`config.mk`:
```
export PLATFORM = sky130hd
export DESIGN_NAME = keypad_scanner
export DESIGN_NICKNAME = d
export VERILOG_FILES = /design/src/rtl/keypad_pkg.sv /design/src/rtl/keypad_row_encoder.sv /design/src/rtl/keypad_scanner.sv
export SDC_FILE = /design/constraint.sdc
export NUM_CORES = 1
export LEC_CHECK = 0
export BUFFER_PORTS_ARGS = -buffer_cell sky130_fd_sc_hd__buf_2
export CORE_MARGIN = 2
export CORE_UTILIZATION = 36
export DETAILED_ROUTE_END_ITERATION = 10
export GPL_TIMING_DRIVEN = 0
export HOLD_SLACK_MARGIN = 0.05
export PLACE_DENSITY_LB_ADDON = 0.15
export REMOVE_ABC_BUFFERS = 1
export SYNTH_ARGS = -nofsm -noshare
export SYNTH_HDL_FRONTEND = slang
export SYNTH_HIERARCHICAL = 1
export SYNTH_SLANG_ARGS = --single-unit
```
`constraint.sdc`:
```
create_clock -name clk_div -period 5.4 [get_ports clk_div]
set_input_delay 0.27 -clock clk_div [delete_from_list [all_inputs] [get_ports clk_div]]
set_output_delay 0.27 -clock clk_div [all_outputs]
set_load 0.02 [all_outputs]
```
`src/rtl/keypad_pkg.sv`:
```
// Shared types and helpers for the 4x4 keypad scanner.
package keypad_pkg;

    localparam int unsigned KP_ROWS   = 4;
    localparam int unsigned KP_COLS   = 4;
    localparam int unsigned KP_CODE_W = 4;
    localparam int unsigned KP_IDX_W  = 2;

    typedef enum logic [1:0] {
        SCAN,
        DEBOUNCE,
        HELD,
        RELEASE
    } kp_state_e;

    // Key code payload: {row_idx, col_idx}
    typedef struct packed {
        logic [KP_IDX_W-1:0] row;
        logic [KP_IDX_W-1:0] col;
    } kp_code_t;

    // One-cold column drive: only the selected column is pulled low
    function automatic logic [KP_COLS-1:0] col_pattern(input logic [KP_IDX_W-1:0] idx);
        col_pattern = ~(KP_COLS'(1) << idx);
    endfunction

endpackage

```
`src/rtl/keypad_row_encoder.sv`:
```
// Classifies an active-low row sample as a single press, idle or ghosted (invalid).
module keypad_row_encoder
    import keypad_pkg::*;
(
    input  logic [KP_ROWS-1:0]  key_row,
    output logic                press_c,
    output logic                invalid_c,
    output logic [KP_IDX_W-1:0] row_idx_c
);

    logic [2:0] n_low;

    always_comb begin
        n_low     = 3'd0;
        row_idx_c = '0;
        for (int unsigned r = 0; r < KP_ROWS; r++) begin
            if (!key_row[r]) begin
                n_low     = n_low + 3'd1;
                row_idx_c = KP_IDX_W'(r);
            end
        end
        press_c   = (n_low == 3'd1);
        invalid_c = (n_low > 3'd1);
    end

endmodule

```
`src/rtl/keypad_scanner.sv`:
```
// Column-scanning 4x4 keypad reader with press/release debounce and one-cycle accept pulse.
module keypad_scanner
    import keypad_pkg::*;
#(
    parameter int unsigned SETTLE_CYCLES    = 2,
    parameter int unsigned DEBOUNCE_SAMPLES = 4
) (
    input  logic                 clk_div,
    input  logic                 rst,
    input  logic [KP_ROWS-1:0]   key_row,
    output logic [KP_COLS-1:0]   key_col,
    output logic [KP_CODE_W-1:0] key_code,
    output logic                 key_valid,
    output logic                 key_held
);

    localparam int unsigned SET_W = (SETTLE_CYCLES > 1) ? $clog2(SETTLE_CYCLES) : 1;
    localparam int unsigned DEB_W = $clog2(DEBOUNCE_SAMPLES + 1);
    localparam logic [SET_W-1:0] SET_LAST = SET_W'(SETTLE_CYCLES - 1);
    localparam logic [DEB_W-1:0] DEB_LAST = DEB_W'(DEBOUNCE_SAMPLES);

    kp_state_e                state_q, state_d;
    logic [KP_IDX_W-1:0]      col_idx_q, col_idx_d;
    logic [SET_W-1:0]         settle_q, settle_d;
    logic [DEB_W-1:0]         deb_q, deb_d;
    kp_code_t                 cand_q, cand_d;
    logic [KP_COLS-1:0]       key_col_q, key_col_d;
    logic [KP_CODE_W-1:0]     key_code_q, key_code_d;
    logic                     key_valid_q, key_valid_d;
    logic                     key_held_q, key_held_d;

    logic                     press_c, invalid_c;
    logic [KP_IDX_W-1:0]      row_idx_c;
    logic                     sample_c, single_c, is_cand_c, deb_done_c;
    logic [DEB_W-1:0]         deb_inc_c;
    logic [KP_IDX_W-1:0]      col_next_c;

    keypad_row_encoder u_row_enc (
        .key_row   (key_row),
        .press_c   (press_c),
        .invalid_c (invalid_c),
        .row_idx_c (row_idx_c)
    );

    // Next-state and output logic
    always_comb begin
        state_d     = state_q;
        col_idx_d   = col_idx_q;
        deb_d       = deb_q;
        cand_d      = cand_q;
        key_col_d   = key_col_q;
        key_code_d  = key_code_q;
        key_valid_d = 1'b0;
        key_held_d  = key_held_q;
        settle_d    = (settle_q == SET_LAST) ? '0 : settle_q + SET_W'(1);

        sample_c   = (settle_q == SET_LAST);
        // Ghosted samples never count as a press
        single_c   = press_c && !invalid_c;
        is_cand_c  = single_c && (row_idx_c == cand_q.row);
        deb_inc_c  = (deb_q == DEB_LAST) ? deb_q : deb_q + DEB_W'(1);
        deb_done_c = (deb_inc_c == DEB_LAST);
        col_next_c = col_idx_q + KP_IDX_W'(1);

        case (state_q)
            SCAN: begin
                if (sample_c) begin
                    if (single_c) begin
                        cand_d.row = row_idx_c;
                        cand_d.col = col_idx_q;
                        deb_d      = DEB_W'(1);
                        if (DEBOUNCE_SAMPLES == 1) begin
                            key_code_d  = {row_idx_c, col_idx_q};
                            key_valid_d = 1'b1;
                            key_held_d  = 1'b1;
                            deb_d       = '0;
                            state_d     = HELD;
                        end else begin
                            state_d = DEBOUNCE;
                        end
                    end else begin
                        col_idx_d = col_next_c;
                        key_col_d = col_pattern(col_next_c);
                    end
                end
            end
            DEBOUNCE: begin
                if (sample_c) begin
                    if (is_cand_c) begin
                        deb_d = deb_inc_c;
                        if (deb_done_c) begin
                            key_code_d  = cand_q;
                            key_valid_d = 1'b1;
                            key_held_d  = 1'b1;
                            deb_d       = '0;
                            state_d     = HELD;
                        end
                    end else begin
                        deb_d     = '0;
                        col_idx_d = col_next_c;
                        key_col_d = col_pattern(col_next_c);
                        state_d   = SCAN;
                    end
                end
            end
            HELD: begin
                if (sample_c && !is_cand_c) begin
                    if (DEBOUNCE_SAMPLES == 1) begin
                        key_held_d = 1'b0;
                        deb_d      = '0;
                        col_idx_d  = col_next_c;
                        key_col_d  = col_pattern(col_next_c);
                        state_d    = SCAN;
                    end else begin
                        deb_d   = DEB_W'(1);
                        state_d = RELEASE;
                    end
                end
            end
            RELEASE: begin
                if (sample_c) begin
                    if (is_cand_c) begin
                        deb_d   = '0;
                        state_d = HELD;
                    end else begin
                        deb_d = deb_inc_c;
                        if (deb_done_c) begin
                            key_held_d = 1'b0;
                            deb_d      = '0;
                            col_idx_d  = col_next_c;
                            key_col_d  = col_pattern(col_next_c);
                            state_d    = SCAN;
                        end
                    end
                end
            end
            default: state_d = SCAN;
        endcase
    end

    always_ff @(posedge clk_div or posedge rst) begin
        if (rst) begin
            state_q     <= SCAN;
            col_idx_q   <= '0;
            settle_q    <= '0;
            deb_q       <= '0;
            cand_q      <= '0;
            key_col_q   <= col_pattern('0);
            key_code_q  <= '0;
            key_valid_q <= 1'b0;
            key_held_q  <= 1'b0;
        end else begin
            state_q     <= state_d;
            col_idx_q   <= col_idx_d;
            settle_q    <= settle_d;
            deb_q       <= deb_d;
            cand_q      <= cand_d;
            key_col_q   <= key_col_d;
            key_code_q  <= key_code_d;
            key_valid_q <= key_valid_d;
            key_held_q  <= key_held_d;
        end
    end

    assign key_col   = key_col_q;
    assign key_code  = key_code_q;
    assign key_valid = key_valid_q;
    assign key_held  = key_held_q;

endmodule

```
Yosys cells after proc, flatten, opt, wreduce, memory -nomap -nowiden
Cells that the tools add are included.
- flip-flop bits (word level): 22
- input port bits: 6
- output and inout bits: 10
- word-level logic and storage cells: 108
- add/subtract/negate cells: 6
- order comparisons: 1
- equal/unequal tests: 20
- shift operators: 1
- muxes and demuxes: 55
- bitwise gates (word level): 1
- reduce and logical (&&, ||, !) cells: 14
- operators by type and width (cell ; count):
    2-bit 2-to-1 mux ; 18
    3-bit 2-to-1 mux ; 12
    4-bit 2-to-1 mux ; 7
    2-bit inequality test, second input constant ; 11
    7-bit AND reduction ; 2
    1-bit 2-to-1 mux ; 13
    3-bit one-hot mux with 4 select lines ; 1
    4-bit one-hot mux with 3 select lines ; 1
    3-bit by 1-bit adder with 3-bit output, second input constant ; 3
    2-bit one-hot mux with 4 select lines ; 1
    8-bit AND reduction ; 1
    3-bit equality test, second input constant ; 2
    3-bit inequality test, second input constant ; 2
    2-bit one-hot mux with 3 select lines ; 1
    5-bit AND reduction ; 1
    2-bit equality test, second input constant ; 2
    4-bit NOT ; 1
    4-bit AND reduction ; 1
    1-bit by 2-bit left shift with 4-bit output, first input constant ; 1
    3-bit by 1-bit equality test with 1-bit output, second input constant ; 1
    3-bit by 1-bit > comparator with 1-bit output, second input constant ; 1
    1-bit logical AND ; 3
    3-bit AND reduction ; 1
    3-bit nonzero test ; 1
    9 further kinds ; 10

Logic depth before layout (Yosys ltp)
Gate-level depths: netlist (run 1).
- depth in word-level cells: 15
- depth in mapped cells: 13
- mapped depth without buffers: 13

Cells and area by module
The synthesis (run 1) kept the hierarchy.
- modules (own cells, without submodules) (module ; instances ; cells each ; area an instance (µm²) ; seq. area each (µm²)):
    keypad_scanner ; 1 ; 96 ; 1183.6 ; 554.3
    keypad_row_encoder ; 1 ; 23 ; 163.9 ; 0.0

Worst setup path after synthesis (run 1)
No wires, ideal clock.
- kind: input to register
- start: input port key_row[0]
- end: register state_q[0]
- library setup time: 0.125 ns
- arrival: 2.510 ns
- required time: 5.275 ns
- slack: 2.765 ns
- cell stages on the path: 12
- path buffers: 0
- cells stage by stage: inv_1 ha_1 xnor2_1 ha_1 nor4b_1 a211oi_1 a21oi_1 and2b_2 nand3_2 xor2_1 o21ai_0 mux2_2
- elaborated cells between the ends (all ways): 24
- classes of those cells: 3 x add/sub; 1 x order compare; 5 x eq/ne; 9 x mux; 6 x reduce/logical
- RTL lines (what ; RTL line ; text):
    from (decl) ; keypad_scanner.sv:10 ; input logic [KP_ROWS-1:0] key_row,
    1-bit 2-to-1 mux (*) ; keypad_row_encoder.sv:17 ; if (!key_row[r]) begin
    1-bit by 1-bit adder with 2-bit output ; keypad_row_encoder.sv:18 ; n_low = n_low + 3'd1;
    3-bit 2-to-1 mux (*) ; keypad_row_encoder.sv:17 ;
    3-bit by 1-bit adder with 3-bit output ; keypad_row_encoder.sv:18 ;
    3-bit 2-to-1 mux (*) ; keypad_row_encoder.sv:17 ;
    3-bit by 1-bit adder with 3-bit output ; keypad_row_encoder.sv:18 ;
    3-bit 2-to-1 mux (*) ; keypad_row_encoder.sv:17 ;
    3-bit by 1-bit equality test with 1-bit output (*) ; keypad_row_encoder.sv:22 ; press_c = (n_low == 3'd1);
    via press_c ; keypad_scanner.sv:32 ; logic press_c, invalid_c;
    1-bit logical AND (*) ; keypad_scanner.sv:59 ; single_c = press_c && !invalid_c;
    1-bit logical AND ; keypad_scanner.sv:60 ; is_cand_c = single_c && (row_idx_c == cand_q.row);
    1-bit zero test ; keypad_scanner.sv:107 ; if (sample_c && !is_cand_c) begin
    1-bit logical AND ; keypad_scanner.sv:107 ;
    2-bit inequality test (no line) ; - ;
    7-bit AND reduction (no line) ; - ;
    to (signal assigned) ; keypad_scanner.sv:153 ; state_q <= state_d;
    to (decl) ; keypad_scanner.sv:22 ; kp_state_e state_q, state_d;
Mark *: on every way through the listed nets, which the timed path passes. The rest lies on a longest branch. The select of a mux whose other input is x is not followed.
A chain may end at the register's enable or synchronous reset.

Worst setup path after layout (run 1)
Ends and elaborated chain as after synthesis.

==> impl_metrics.ini, run 1 <==
[grt]
grt-ovfl-total = 0
grt_pass1_vias = 881
grt_max_degree = 23
grt.total_usage_pct = 12.0
grt_pass1_wl_um = 4020
grt_antenna_before_repair = 0

[final_layout]
design_area_sq_um = 1490
fillerInstances = 377
area_delta_synth_final_pct = 10.9
final_nets = 150
num_antenna_cells = 0
drive_above_1_share_pct = 30.6

[power_and_ir_drop]
seq_power_share_pct = 41.7
totalPowerFinal_mw = 0.677
peakVddDrop_mv = 0.148
pwr_density_cell_nw_per_um2 = 453
p_comb_share_pct = 43.3
switching_power_mw = 0.255
power.share.clock_pct = 15.0
p_leak_nw = 0.710
p_int_mw = 0.422
swShare_pct = 37.6

[worst_setup_path]
cp_data_required_time_ns = 5.55
crit_type = in2reg
cpPeakStageDelay_ns = 0.38
slowest_stage = xor2_1
crit_buf_inv = 2
path_delay_family = simple AND/OR/NAND/NOR gates
endpoint_kind = flop
crit_path_frequent_cell = ha_1
cp_max_fo = 6
cp_data_arrival_time_ns = 2.92
path_cells = buf_2 > inv_1 > ha_1 > nor2b_1 > nor2_1 > ha_1 > nor4b_1 > a211oi_1 > a21oi_1 > and2b_2 > nand3_2 > xor2_1 > o21ai_0 > mux2_2
start_kind = primary input

[timing]
hold_viol = 0
min_period_over_period_pct = 51.3
finalCriticalPeriod_ns = 2.77
relSlewSlack_pct = 46.3
worst_slack_ns = 2.63
holdWs_ns = 0.161
fmax_ghz = 0.361
finalSetupViolCount = 0
slew_viol_final = 0
finClkSkew_ns = 0.00147
worst_slew_pin_slew_ns = 0.805
fin_tns_setup_ns = 0
rsz0062_at_grt = no

[logic_synthesis]
synth_edf_count = 0
netlist_instances = 119
async_flop_share_pct = 100
avgSynthCellArea_sq_um = 11.3
synth-main-ff-cell = dfrtp_1
yosysUniqueCellTypes = 46
ys_ff_latch = 22
yosysWarningCount = 6
ys_seq_area_share_pct = 41.1
syn_area_sq_um = 1350

[drt]
num_vias = 886
first_pass_iters = 4
wl_um = 2160
vias_per_cell = 4.87
first_iter_violations = 32
routedWlPerCell_um = 11.9
ant_nets = 0
drc_errors = 0

[cts]
htreeDepth = 1
cts-resized-gates = 0
clockBufferDepth = 2
clock-root-buffer = clkbuf_8
cts_tree = yes
cts.clk_slew.worst_paths_ns = 0.07
holdBufCountCts = 0
post-cts-setup-buffer-count = 0
cts_sinks = 22
cts_buffers = 3
insertion_delay_ns = 0.25

[job]
cap_violations = 0

[die]
fp.dieArea_sq_um = 4250
die_h_um = 65.2
rows = 22
core_area_sq_um = 3630
initial_core_util_pct = 37.1
dieWidth_um = 65.2
ios = 16

[min_path]
min_path_type = in2async

[placed_design]
place_hpwl_um = 1640
portBuffers = 15
routabilityCongestion = 0.755
dp_slack_ns = 2.37
placed_cell_area_sq_um = 1450

[outcome]
status = finished clean
==> logic make-up after synthesis <==
logic type	after synthesis	synth area share [%]
simple gates	29	17.0
buf+inv	17	6.13
fa+ha+maj	9	8.36
mux	13	10.8
xor+xnor	7	4.55
flops	22	41.1
compound gates	22	12.1
==> worst paths after layout <==
path                                     end       start  cells past startpoint  slack [ns]
worst max-delay path              state_q[0]  key_row[0]                     14        2.63
min in group clk_div               cand_q[3]  key_row[2]                      3        0.44
worst min-delay path            col_idx_q[1]         rst                      2        0.16
worst max register to register   key_code[2]    deb_q[0]                      7        3.11
max in group asynchronous          cand_q[2]         rst                      2        4.74
worst min register to register    key_col[2]  key_col[2]                      2        0.47
==> synthesized netlist by cell type, types with 2 or more instances <==
| cell | instances | area share (%) |
|---|---|---|
| o21ai_0 | 5 | 1.9 |
| a21oi_1 | 2 | 0.74 |
| dfstp_2 | 3 | 5.8 |
| and2b_2 | 2 | 1.3 |
| mux2i_1 | 4 | 3.0 |
| ha_1 | 9 | 8.4 |
| nand2_1 | 7 | 2.0 |
| inv_1 | 13 | 3.6 |
| nand4_1 | 2 | 0.93 |
| xnor2_1 | 6 | 3.9 |
| nand3_4 | 2 | 2.6 |
| nor2b_1 | 2 | 0.93 |
| o211ai_1 | 2 | 1.1 |
| nor2_1 | 2 | 0.56 |
| o2bb2ai_1 | 2 | 1.3 |
| dfrtp_1 | 19 | 35 |
| mux2_2 | 8 | 6.7 |
==> worst reg2reg max path, cell delays in order, from the launching register on <==
cell and delay (ns):
dfrtp_1 0.47, inv_1 0.08, ha_1 0.35, nor4b_2 0.26, a221o_2 0.25, nand3_4 0.11, nor3_4 0.28, mux2_2 0.38
==> cell type report <==
class | instances | area [sq um] | share of cell area [%]
sequential | 22 | 554 | 37.1
timing repair buffer | 15 | 75.1 | 5.03
multi-input combinational | 80 | 711 | 47.6
inverter | 13 | 48.8 | 3.27
clock buffer | 4 | 45.0 | 3.02
tap | 48 | 60.1 | 4.02
==> registers in the layout, summed over array words and instances, names as in the netlist, named ones only <==
signal,cells
cand_q,4
key_code,4
key_col,4
deb_q,3
col_idx_q,2
key_held,1
key_valid,1
sample_c,1
state_q,1
==> routing by layer <==
| metal | vias up | GRT usage, % | part of all wire (%) |
|---|---|---|---|
| li1 | 450 | - | - |
| met1 | 422 | 16.0 | 48 |
| met2 | 12 | 19.4 | 48 |
| met3 | 2 | 2.57 | 3.6 |
| met4 | 0 | 3.91 | 0.60 |
| met5 | - | 0 | 0 |
==> power by group through the flow <==
stage	clock network [mW]	registers, mW	logic (mW)
5_1_grt	0.113	0.293	0.334
3_3_place_gp	0	0.283	0.287
2_1_floorplan	0	0.289	0.229
6_report	0.102	0.282	0.293
3_5_place_dp	0	0.285	0.296
4_1_cts	0.109	0.282	0.298
==> cell usage in the layout (no fill, tap or decap), types with 2 or more instances in the layout <==
cell,instances
dfrtp_1,19
nand4_1,2
mux2i_1,4
nor2b_1,2
nand3_4,2
ha_1,9
o211ai_1,2
o21ai_0,5
o2bb2ai_1,2
inv_1,13
nor2_1,2
mux2_2,8
buf_2,15
xnor2_1,6
clkbuf_8,3
nand2_1,7
dfstp_2,3
a21oi_1,2
and2b_2,2
==> metrics by stage <==
| stage | std cells | util (%) |
|---|---|---|
| global route | 182 | 41.1 |
| CTS | 182 | 41.1 |
| finish | 182 | 41.1 |
| detailed placement | 178 | 39.9 |
| global placement | 178 | 39.9 |
| floorplan | 115 | - |
(Power assumes the default switching activity.)
==> run 2: changes to the inputs <==
ABC_AREA = 1   (was not set)
clock period = 2.9 ns   (was 5.4 ns; I/O delays follow)
==> run 2 against run 1 <==
  * Flip-flop and latch count is the same
  * Setup slack got worse by 2.0 ns
  * Die area up 4.0%
  * Largest power group is now registers
  * Area after synthesis is 4.3% higher
  * Critical endpoint is now col_idx_q[1]
  * Cell count rose by 36%
  * Total power rose by 64%
  * Critical path depth is 6 higher
==> impl_metrics.ini, run 2 <==
[logic_synthesis]
synth-main-ff-cell = dfrtp_1
yosysMostFrequentCell = nand2_1
ys_top_cells_by_area = dfrtp_1 34%, nand2_1 17%, ha_1 8.0%
synth_common_cells = 63 x nand2_1, 22 x inv_1, 19 x dfrtp_1
yosysUniqueCellTypes = 29
ys_seq_area_share_pct = 39.4
syn_area_sq_um = 1410
avgSynthCellArea_sq_um = 7.81
synth.top_cell.area_share_pct = 33.8
synth_top_cell_by_area = dfrtp_1
yosysWarningCount = 6
synth_edf_count = 0
netlist_instances = 180
async_flop_share_pct = 100
ys_ff_latch = 22

[power_and_ir_drop]
pwr_density_cell_nw_per_um2 = 699
totalPowerFinal_mw = 1.11
p_leak_nw = 0.886
peakVddDrop_mv = 0.246

[timing]
fmax_ghz = 0.431
hold_viol = 0
min_period_over_period_pct = 80.0
holdWs_ns = 0.0408
relSlewSlack_pct = 44.9
slew_viol_final = 0
worst_slew_pin_slew_ns = 0.826
rsz0062_at_grt = no
finClkSkew_ns = 0.00270
finalCriticalPeriod_ns = 2.32
fin_tns_setup_ns = 0
finalSetupViolCount = 0

[drt]
routedWlPerCell_um = 10.2
vias_per_cell = 4.57
wl_um = 2510
num_vias = 1129
first_iter_violations = 35
drc_errors = 0
first_pass_iters = 4
ant_nets = 0

[cts]
cts_buffers = 3
insertion_delay_ns = 0.25
cts.clk_slew.worst_paths_ns = 0.08
htreeDepth = 1
cts-resized-gates = 0
cts_sinks = 22
holdBufCountCts = 0
clock-root-buffer = clkbuf_8
post-cts-setup-buffer-count = 0
cts_tree = yes
clockBufferDepth = 2

[final_layout]
final_common_cell = nand2_1
area_delta_synth_final_pct = 12.8
layout_common_cells = 63 x nand2_1, 22 x inv_1, 19 x dfrtp_1
num_antenna_cells = 0
drive_above_1_share_pct = 25.1
final_nets = 215

[min_path]
min_path_type = in2async

[grt]
grt-ovfl-total = 0
grt_antenna_before_repair = 0
grt.total_usage_pct = 12.5
grt_pass1_wl_um = 4260
grt_pass1_vias = 1030
grt_max_degree = 23

[job]
cap_violations = 0

[worst_setup_path]
cp_data_required_time_ns = 3.10
start_kind = primary input
cp_max_fo = 7
crit_type = in2reg
endpoint_kind = flop
cp_data_arrival_time_ns = 2.52

[outcome]
status = finished clean

[die]
fp.dieArea_sq_um = 4420
die_h_um = 66.5
ios = 16
core_area_sq_um = 3720
rows = 22
dieWidth_um = 66.5
initial_core_util_pct = 37.8

[placed_design]
place_hpwl_um = 1980
routabilityCongestion = 0.767
portBuffers = 15
[run 2: cell types whose count changed after synthesis, moves of 4 or more]
cell     previous run  this run
nand2_1             7        63
nand3_1             0         7
nand2_2             0         8
o21ai_1             0         7
xnor2_1             6         0
inv_1              13        22
nor2_1              2         7
o21ai_0             5         1
inv_2               0         7
mux2i_1             4         0
mux2_2              8         0
nand4_1             2         8
[run 2: cell families (layout without fill, tap and decap cells)]
kind of cell             count (synthesis)  count (layout)  share of synthesized area (%)
buffers and inverters                   33              52                           10.2
adder cells (fa/ha/maj)                  9               9                           8.01
AO/OA/AOI/OAI                           11              11                           4.27
flip-flops                              22              22                           39.4
XOR/XNOR                                 1               1                           1.16
AND/OR/NAND/NOR                        104             104                           36.9
[run 2: power breakdown]
part / internal, mW / total (mW) / switching [mW]
Combinational: 0.164 / 0.444 / 0.280
Sequential: 0.403 / 0.474 / 0.0709
Clock: 0.0977 / 0.190 / 0.0922
[run 2: worst paths after layout]
kind / from / end / slack (ns) / cells past startpoint
min in group clk_div: key_row[2] / cand_q[3] / 0.27 / 4
worst min register to register: key_col[3] / key_col[3] / 0.47 / 2
max in group asynchronous: rst / cand_q[2] / 2.35 / 2
worst max-delay path: key_row[0] / col_idx_q[1] / 0.58 / 20
worst max register to register: deb_q[0] / col_idx_q[1] / 1.16 / 9
worst min-delay path: rst / col_idx_q[1] / 0.04 / 2
[run 2: layer usage]
layer  GRT usage (%)  wire, um  vias to the layer above
met2            21.6      1180                       14
met3            3.04        71                        2
met4            2.30         8                        0
li1                -         -                      592
met5               0         0                        -
met1            15.8      1250                      521
[run 2: area by class of cell]
type / instances / area [sq um]
multi-input cells: 125 / 707
inverters: 33 / 144
repair buffers: 15 / 75.1
well taps: 48 / 60.1
flip-flops and latches: 22 / 554
fillers: 385 / 2130
clock buffers: 4 / 45.0
[run 2: critical path, stage by stage]
cell and delay, ns:
buf_2 0.09, inv_1 0.04, ha_1 0.34, inv_1 0.07
nand2_1 0.06, nand2_1 0.08, inv_1 0.05, ha_1 0.25
or2_1 0.23, nand2_2 0.07, nand2_2 0.06, nor2_2 0.07
nand2_1 0.11, nor2_2 0.16, nand3_1 0.11, clkinv_1 0.08
nand2_1 0.18, nand3_4 0.19, nand2_1 0.06, nand2_1 0.06
[run 2: per-stage QoR]
stage               area [sq um]  worst slack (ns)  util [%]  instances
floorplan                   1410             0.673         -        180
global placement            1540             0.368      41.4        243
detailed placement          1540             0.303      41.4        243
CTS                         1590             0.568      42.7        247
global route                1590             0.307      42.7        247
finish                      1590             0.581      42.7        247
==> run 3: changes to the inputs <==
ABC_AREA = 0   (was 1)
clock period = 1.9 ns   (was 2.9 ns; I/O delays follow)
==> run 3 against run 2 <==
  * Flip-flop and latch count is the same
  * Via count shrank 9.5%
  * Largest power group is now combinational logic
  * Design area grew 21%
  * Clock power grew 54%
  * Critical path type unchanged
  * First-iteration DRC count shrank 20%
  * The flow now finishes with violations (negative setup slack)
  * Sequential share of layout area shrank 6.1 points
==> impl_metrics.ini, run 3 (synthesized netlist as in run 1, its figures left out) <==
[outcome]
status = finished with violations
violations = negative setup slack

[worst_setup_path]
cpPeakStageDelay_ns = 0.37
path_cells = buf_8 > inv_2 > ha_4 > xnor2_4 > ha_4 > nor3_2 > a22oi_1 > a21oi_1 > and2b_2 > buf_4 > o311ai_4 > mux2_2
crit_type = in2reg
endpoint_kind = flop
crit_path_frequent_cell = ha_4
start_kind = primary input
cp_data_arrival_time_ns = 2.30
slowest_stage = mux2_2
cp_data_required_time_ns = 2.05
cp_max_fo = 4

[final_layout]
layout_common_cells = 19 x buf_4, 18 x dfrtp_1, 12 x buf_2
utilization_pct = 53.0
area_delta_synth_final_pct = 42.9
final_nets = 173
fillerInstances = 335
num_antenna_cells = 0
final_common_cell = buf_4
drive_above_1_share_pct = 56.1

[job]
cap_violations = 0

[cts]
htreeDepth = 1
clock-root-buffer = clkbuf_8
cts.clk_slew.worst_paths_ns = 0.08
cts_sinks = 22
clockBufferDepth = 2
cts_tree = yes
insertion_delay_ns = 0.26
cts_buffers = 3

[timing]
fin_tns_setup_ns = -3.81
worst_slew_pin_slew_ns = 0.823
finClkSkew_ns = 0.00226
slew_viol_final = 0
finalCriticalPeriod_ns = 2.16
hold_viol = 0
worst_slack_ns = -0.256
relSlewSlack_pct = 45.1
rsz0062_at_grt = yes
holdWs_ns = 0.281
min_period_over_period_pct = 113
finalSetupViolCount = 19
fmax_ghz = 0.464

[power_and_ir_drop]
seq_power_share_pct = 33.4
p_comb_share_pct = 54.8
power.share.clock_pct = 11.8
p_leak_nw = 0.881
pwr_density_cell_nw_per_um2 = 1280
swShare_pct = 37.9
p_int_mw = 1.54
peakVddDrop_mv = 0.593
switching_power_mw = 0.937

[drt]
first_iter_violations = 28
wl_um = 2820
routedWlPerCell_um = 13.7
ant_nets = 0
num_vias = 1022
drc_errors = 0
vias_per_cell = 4.99
first_pass_iters = 4

[die]
initial_core_util_pct = 37.1
ios = 16
rows = 22
die_h_um = 65.2
dieWidth_um = 65.2
fp.dieArea_sq_um = 4250
core_area_sq_um = 3630

[placed_design]
portBuffers = 15
place_hpwl_um = 1640
routabilityCongestion = 0.755
dp_slack_ns = -0.953

[grt]
grt-ovfl-total = 0
grt_max_degree = 23
grt_antenna_before_repair = 0
grt_pass1_vias = 1058
grt_pass1_wl_um = 5000
grt.total_usage_pct = 14.8

[min_path]
min_path_type = in2reg
[run 3: cell types whose count changed in the layout (fill, tap and decap cells not counted), sizes merged, moves of 3 or more]
cell   previous run  this run
nand2            72         7
nor2             10         2
mux2i             0         4
buf              15        37
inv              29        13
xnor2             0         6
o21ai             9         5
nand4             8         2
and2b             0         3
mux2              0         9
nand3            10         3
[run 3: worst max-delay path, delay by kind of cell]
| family | cells | cell delay (ns) |
|---|---|---|
| simple gates | 2 | 0.28 |
| mux | 1 | 0.37 |
| compound gates | 3 | 0.59 |
| xor+xnor | 1 | 0.14 |
| buf+inv | 3 | 0.31 |
| fa+ha+maj | 2 | 0.51 |
[run 3: metrics by stage]
stage | power, mW | std cells | cell area [sq um]
floorplan | 1.47 | 115 | 1310
global placement | 1.62 | 178 | 1450
detailed placement | 1.65 | 178 | 1450
CTS | 2.35 | 199 | 1840
global route | 2.67 | 205 | 1930
finish | 2.47 | 205 | 1930
[run 3: worst paths after layout]
path	start	to	slack, ns	cells past startpoint
min reg2reg	key_col[2]	key_col[2]	0.47	2
min in group asynchronous	rst	deb_q[1]	0.54	3
max reg2reg	deb_q[1]	key_col[0]	-0.19	9
max in group asynchronous	rst	deb_q[0]	0.80	3
min	key_row[2]	cand_q[3]	0.28	3
max	key_row[1]	state_q[0]	-0.26	12
[run 3: area by class of cell]
class                      instances  area [sq um]  area share [%]
clock buffer                       4          45.0            2.34
inverter                          13          48.8            2.53
multi-input combinational         80           932            48.4
sequential                        22           556            28.8
tap                               48          60.1            3.12
timing repair buffer              38           284            14.7
[run 3: per-layer routing]
| layer | track usage [%] | vias up | routed length (um) |
|---|---|---|---|
| met3 | 2.57 | 2 | 82 |
| met4 | 3.91 | 0 | 13 |
| met5 | 0 | - | 0 |
| li1 | - | 497 | - |
| met1 | 19.3 | 508 | 1310 |
| met2 | 25.4 | 15 | 1410 |
[run 3: repair_timing]
action / 4_1_cts / 5_1_grt
endpoints found under the hold margin: 19 / 0
pin swaps: 17 / 2
resized for setup: 41 / 13
buffers inserted: 16 / 7
endpoints found under the setup margin: 21 / 21
hold buffers: 1 / 0
[run 3: power by group through the flow]
stage	sequential, mW	combinational, mW	clock (mW)
3_3_place_gp	0.803	0.817	0
4_1_cts	0.814	1.23	0.309
6_report	0.825	1.36	0.292
3_5_place_dp	0.809	0.842	0
2_1_floorplan	0.820	0.651	0
5_1_grt	0.852	1.49	0.325
